### src/rtl/neuron_mac.sv
// neuron_mac: streaming multiply-accumulate for one neuron pre-activation.
// z = bias + sum(x[i] * w[i]) in signed Q8.24. The result is saturated to
// 32 bits and held on z_out until the downstream sigmoid consumer takes it.
module neuron_mac #(
    parameter int N_INPUTS = 4
) (
    input  logic               clk,
    input  logic               rst_n,
    input  logic               start,
    input  logic signed [31:0] bias,
    input  logic               in_valid,
    output logic               in_ready,
    input  logic signed [31:0] x_in,
    input  logic signed [31:0] w_in,
    output logic               out_valid,
    input  logic               out_ready,
    output logic signed [31:0] z_out,
    output logic               ovf,
    output logic               busy
);

    localparam int DATA_W = 32;
    localparam int PROD_W = 64;
    localparam int ACC_W  = 48;
    localparam int FRAC   = 24;
    localparam int CNT_W  = (N_INPUTS > 1) ? $clog2(N_INPUTS) : 1;

    localparam logic [1:0] IDLE   = 2'd0;
    localparam logic [1:0] ACCUM  = 2'd1;
    localparam logic [1:0] OUTPUT = 2'd2;

    logic [1:0]               state;
    logic signed [ACC_W-1:0]  acc;
    logic [CNT_W-1:0]         count;

    logic signed [PROD_W-1:0] prod;
    logic signed [ACC_W-1:0]  term;
    logic signed [ACC_W-1:0]  acc_next;
    logic [DATA_W:0]          sat_res;
    logic                     accept;
    logic                     last_beat;

    // Clamp the wide accumulator into Q8.24; top bit of the result flags saturation.
    function automatic logic [DATA_W:0] saturate(input logic signed [ACC_W-1:0] v);
        logic signed [ACC_W-1:0] hi;
        logic signed [ACC_W-1:0] lo;
        hi = {{(ACC_W-DATA_W+1){1'b0}}, {(DATA_W-1){1'b1}}};
        lo = {{(ACC_W-DATA_W+1){1'b1}}, {(DATA_W-1){1'b0}}};
        if (v > hi)
            return {1'b1, 1'b0, {(DATA_W-1){1'b1}}};
        else if (v < lo)
            return {1'b1, 1'b1, {(DATA_W-1){1'b0}}};
        else
            return {1'b0, v[DATA_W-1:0]};
    endfunction

    // Handshake outputs decode straight from the state register.
    assign in_ready  = (state == ACCUM);
    assign out_valid = (state == OUTPUT);
    assign busy      = (state != IDLE);

    assign accept    = in_valid && in_ready;
    assign last_beat = accept && (count == CNT_W'(N_INPUTS - 1));

    // Full-precision product, then floor back to Q8.24 (arithmetic shift, no rounding).
    assign prod     = PROD_W'(x_in) * PROD_W'(w_in);
    assign term     = ACC_W'(prod >>> FRAC);
    assign acc_next = acc + term;
    assign sat_res  = saturate(acc_next);

    // Control FSM, accumulator and registered result; reset discards any partial sum.
    always_ff @(posedge clk or negedge rst_n) begin
        if (!rst_n) begin
            state <= IDLE;
            acc   <= '0;
            count <= '0;
            z_out <= '0;
            ovf   <= 1'b0;
        end else begin
            case (state)
                IDLE: begin
                    if (start) begin
                        acc   <= ACC_W'(bias);
                        count <= '0;
                        ovf   <= 1'b0;
                        state <= ACCUM;
                    end
                end
                ACCUM: begin
                    if (accept) begin
                        acc <= acc_next;
                        if (last_beat) begin
                            count <= '0;
                            z_out <= sat_res[DATA_W-1:0];
                            ovf   <= sat_res[DATA_W];
                            state <= OUTPUT;
                        end else begin
                            count <= count + 1'b1;
                        end
                    end
                end
                OUTPUT: begin
                    if (out_ready)
                        state <= IDLE;
                end
                default: state <= IDLE;
            endcase
        end
    end

endmodule

### config.mk
export PLATFORM = sky130hd
export DESIGN_NAME = neuron_mac
export DESIGN_NICKNAME = d
export VERILOG_FILES = /design/src/rtl/neuron_mac.sv
export SDC_FILE = /design/constraint.sdc
export NUM_CORES = 2
export LEC_CHECK = 0
export ABC_CLOCK_PERIOD_IN_PS = 5000
export BUFFER_PORTS_ARGS = -buffer_cell sky130_fd_sc_hd__clkbuf_2
export CAP_MARGIN = 40
export CORE_MARGIN = 5
export CORE_UTILIZATION = 25
export CTS_CLUSTER_DIAMETER = 50
export DETAILED_ROUTE_END_ITERATION = 7
export PLACE_DENSITY = 0.47
export RECOVER_POWER = 25
export SLEW_MARGIN = 10
export SYNTH_ARGS = -nofsm -noshare
export SYNTH_HDL_FRONTEND = slang
export SYNTH_SLANG_ARGS = --single-unit
### constraint.sdc
create_clock -name clk -period 5 [get_ports clk]
set_clock_uncertainty 0.05 [all_clocks]
set_input_delay 0.5 -clock clk [delete_from_list [all_inputs] [get_ports clk]]
set_output_delay 0.5 -clock clk [all_outputs]
set_load 0.05 [all_outputs]
After elaboration in Yosys (flattened, before gate mapping)
Index checks and enable logic that the tools add are counted.
{"block": "totals", "wordCells": 44, "output_inout_bits": 36, "ff_bits": 85}
{"block": "op_classes", "reduce_logical": 9, "addsub": 2, "muxes": 18, "n_lt_le_gt_ge": 2, "eq_ne": 7, "multipliers": 1}
{"cell": "48-bit two-way mux", "n": 2}
{"cell": "48-bit one-hot mux with 2 select lines", "n": 1}
{"cell": "33-bit two-way mux", "n": 2}
{"cell": "32-bit by 32-bit multiplier with 64-bit output", "n": 1}
{"cell": "48-bit by 40-bit adder with 48-bit output", "n": 1}
{"cell": "48-bit by 32-bit greater-than comparator with 1-bit output (second input constant)", "n": 1}
{"cell": "48-bit by 32-bit < comparator with 1-bit output (second input constant)", "n": 1}
{"cell": "2-bit two-way mux", "n": 7}
{"cell": "4-bit AND reduction", "n": 2}
{"cell": "2-bit by 1-bit inequality test with 1-bit output (second input constant)", "n": 3}
{"cell": "2-bit one-hot mux with 3 select lines", "n": 1}
{"cell": "3-bit AND reduction", "n": 2}
{"cell": "2-bit equality test (second input constant)", "n": 2}
{"cell": "2-bit one-hot mux with 2 select lines", "n": 1}
{"cell": "2-bit nonzero test", "n": 2}
{"cell": "1-bit two-way mux", "n": 3}
{"cell": "2-bit by 1-bit adder with 2-bit output (second input constant)", "n": 1}
{"cell": "2-bit by 1-bit equality test with 1-bit output (second input constant)", "n": 1}
{"cell": "1-bit logical AND", "n": 2}
{"cell": "2-bit zero test", "n": 1}
{"cell": "2-bit inequality test (second input constant)", "n": 1}
{"cell": "1-bit one-hot mux with 2 select lines", "n": 1}

Longest topological paths before layout
{"block": "logic_depth", "ltp_word": 8, "depth_mapped": 43}

Worst setup path after synthesis
Ideal clock, no wire load.
{"block": "synth_path", "path_type": "input-to-reg", "start": "input w_in[2]", "end": "register z_out[19]", "setup_ps": 73, "arrival_ps": 10681, "path_slack_ps": -5804, "required_time_ps": 4877, "path_buffers": 4, "stages": 38, "path_cell_list": "clkbuf_1 > nand2_1 > inv_1 > fa_1 > fa_1 > fa_1 > inv_1 > fa_1 > inv_1 > fa_1 > fa_1 > fa_1 > fa_1 > ha_1 > a21o_1 > a21o_1 > a2111oi_0 > o31ai_1 > [... 2 more ...] > a21oi_1 > o21bai_1 > xor2_1 > ha_1 > buf_2 > and3_1 > nand3_1 > o221ai_1 > a31o_2 > a221oi_1 > nand2_1 > a311oi_2 > nand2_1 > o41ai_4 > buf_6 > buf_12 > nand2_1 > a21oi_2"}
{"block": "synth_via", "elab_chain_cells": 5, "elab_cells_between_ends": 6}
{"element": "start, declared", "line": "14", "text": "input logic signed [31:0] w_in,"}
{"element": "32-bit by 32-bit multiplier with 64-bit output *", "line": "66", "text": "assign prod = PROD_W'(x_in) * PROD_W'(w_in);"}
{"element": "48-bit by 40-bit adder with 48-bit output *", "line": "68", "text": "assign acc_next = acc + term;"}
{"element": "48-bit by 32-bit < comparator with 1-bit output", "line": "51", "text": "else if (v < lo)"}
{"element": "33-bit two-way mux", "line": "51"}
{"element": "33-bit two-way mux *", "line": "49", "text": "if (v > hi)"}
{"element": "end signal, assigned", "line": "94", "text": "z_out <= sat_res[DATA_W-1:0];"}
{"element": "end, declared", "line": "17", "text": "output logic signed [31:0] z_out,"}
Every way passes the cells marked *; elsewhere a longest branch is shown, timed or not.
A chain may end at the register's enable or synchronous reset.

Worst setup path in the final report
{"block": "layout_path", "start": "input x_in[16]", "end": "register z_out[5]"}
{"block": "layout_via", "elab_chain_cells": 5, "elab_cells_between_ends": 6}
{"element": "start, declared", "line": "13", "text": "input logic signed [31:0] x_in,"}
{"element": "32-bit by 32-bit multiplier with 64-bit output *", "line": "66"}
{"element": "48-bit by 40-bit adder with 48-bit output *", "line": "68"}
{"element": "48-bit by 32-bit < comparator with 1-bit output", "line": "51"}
{"element": "33-bit two-way mux", "line": "51"}
{"element": "33-bit two-way mux *", "line": "49"}
Marks and branches as above.

==> results_dict.tcl <==
set metrics [dict create \
    multi_input_area_mm2 0.03812 \
    ys_types 93 \
    synth_compound_area_share_pct 6.656 \
    crit_family "adder cells" \
    violations "capacitance limit, slew limit, setup timing" \
    drv_slew 52 \
    portBuffers 136 \
    fin_ws_ns -5.387 \
    antenna_found_initial 7 \
    critPathMostFrequentCell "fa_1" \
    whs_ns 0.2634 \
    grt_pass1_wl_um 215600 \
    synth-xor-area-share_pct 1.930 \
    fin_crit_ns 10.39 \
    dr_total_vias 32826 \
    ctsRootBufferMaster "clkbuf_16" \
    grt-ovfl-total 0 \
    fillCellCount 17357 \
    crit_fanout 6 \
    h-tree-depth 3 \
    grt_pass1_vias 36758 \
    synthCells 4565 \
    finalWirelength_um 136400 \
    min_path_cells 2 \
    critPathCaptureType "flip-flop" \
    setup_viol 81 \
    gp_congestion 0.8773 \
    drtIter0Drc 1391 \
    syn-num-nets 5982 \
    reg2reg_depth 18 \
    cts_tree "done" \
    fp-row-count 150 \
    seq_area_frac_synth_pct 5.040 \
    synth-adder-area-share_pct 58.26 \
    fin_util_pct 33.07 \
    hold_path_class "in2reg" \
    cp.arrival_ns 10.60 \
    cap_violations 1 \
    io_pins 137 \
    hold_viol 0 \
    place_hpwl_um 118000 \
    yosysTopAreaCellShare_pct 51.33 \
    post-place-ws_ns -6.262 \
    status "complete, but fails checks" \
    grt_setup_unrepaired "yes" \
    drc 0 \
    tightest_slew_ns 2.987 \
    synth_common_cells "fa_1 (1082), inv_1 (962), nand2_1 (630), and2_1 (533), ha_1 (234)" \
    seqCellArea_mm2 0.002127 \
    cts_buffers 9 \
    synth_area_mm2 0.04220 \
    viasPerCell 4.367 \
    track_usage_pct 15.63 \
    synth_edf_count 0 \
    die_w_um 420.9 \
    synthArstFlopShare_pct 100.0 \
    cp_slowest_cell "fa_1" \
    wl_per_cell_um 18.15 \
    synth_area_per_cell_um2 9.245 \
    synth.most_common_cell "fa_1" \
    die_h_um 420.9 \
    cts_buffer_depth 2 \
    clock_latency_ns 0.38 \
    synth_mux_area_share_pct 0.1245 \
    synth_largest_area_cell "fa_1" \
    synth-simple-area-share_pct 17.08 \
    path_buf_inv 14 \
    first_pass_iters 5 \
    clock.fmax_mhz 96.28 \
    ant_nets 0 \
    grt_max_degree 52 \
    clock-sinks 85 \
    ys_warn_count 0 \
    nets 6722 \
    criticalPathCategory "in2reg" \
    cp-start-kind "primary input" \
    initial_core_util_pct 25.18 \
    cp_slowest_stage_delay_ns 0.58 \
    synth_ff_type "dfrtp_1" \
    clkTransAtPathRegs_ns 0.08 \
    core_mm2 0.1676 \
    timing.final.crit_share_pct 207.7 \
    synth-seq-cells 85 \
    path_depth 46 \
    netlist_top_cells_area "fa_1 (51%), inv_1 (8.6%), and2_1 (7.9%)" \
    area_growth_pct 31.32 \
    die-area_mm2 0.1771 \
    synth_top_family_by_area "adder cells" \
    critPathRequiredTime_ns 5.21 \
    slew_headroom_pct -99.17 \
    layout-drive-gt1-share_pct 27.06 \
]
-- layout by cell type (no fill, tap or decap), drive strengths merged, types with 16 or more instances in the layout --
master	netlist	final
nor2	146	146
xor2	31	31
o21ai	79	79
nand4	22	22
o21bai	17	17
inv	963	965
nand2	631	631
nor3	25	25
nand2b	24	24
a21oi	137	137
buf	22	821
a21o	49	49
fa	1082	1082
dfrtp	85	85
nand3	25	25
xnor2	59	59
o21a	16	16
and2	534	534
a31oi	28	28
clkbuf	209	148
ha	234	234
-- repair_timing --
item | in CTS | in global routing
buffers inserted | 67 | 56
resized for setup | 310 | 243
gates cloned | 5 | 6
hold buffers | 1 | 0
pin swaps | 162 | 218
endpoints found under the hold margin | 8 | 0
setup endpoints to repair | 81 | 81
-- path summary, 6_finish.rpt --
| check | from | endpoint | slack (ns) |
|---|---|---|---|
| worst max-delay path | x_in[16] | z_out[5] | -5.39 |
| worst min-delay path | out_ready | state[1] | 0.26 |
| worst max register to register | acc[0] | z_out[5] | 1.01 |
| worst min register to register | ovf | ovf | 0.44 |
| max in group asynchronous | rst_n | acc[20] | 1.04 |
| min in group asynchronous | rst_n | acc[37] | 0.60 |
-- through the flow --
stage,instances,setup TNS (ns),instance area (um2)
6_report,7517,-376.91,55420
5_1_grt,7515,-399.93,55410
4_1_cts,7471,-373.95,54030
3_5_place_dp,7385,-435.03,51570
3_3_place_gp,7383,-438.41,51520
2_1_floorplan,4565,-335.40,42920
-- registers in the layout, indices dropped and copies added (netlist names) --
register  flops
acc          48
count         2
ovf           1
state         2
z_out        32
-- cell type report --
type                    instances  area share [%]
diodes                          3         0.01355
clock inverters                 6         0.09934
well taps                    2204           4.976
inverters                     963           6.547
multi-input cells            3284           68.79
repair buffers                962           15.32
clock buffers                  10          0.4132
flip-flops and latches         85           3.838
-- metal layers --
| layer | vias to the layer above | routed length [um] | track usage, % |
|---|---|---|---|
| met3 | 134 | 4972 | 1.665 |
| met5 | - | 39 | 0 |
| li1 | 14997 | - | - |
| met4 | 6 | 3944 | 3.659 |
| met1 | 17118 | 61140 | 21.52 |
| met2 | 571 | 66320 | 26.51 |
-- cells by family (layout without fill, tap and decap cells) --
kind of cell	count (synthesis)	count (layout)
XOR/XNOR	90	90
AND/OR/NAND/NOR	1458	1458
AO/OA/AOI/OAI	415	415
flip-flops	85	85
other	0	3
multiplexers	5	5
buffers and inverters	1196	1941
adder cells (fa/ha/maj)	1316	1316
Power is left out: the tool's default activity adds up to more than one toggle a clock period on the data nets, which glitch-free logic cannot reach.
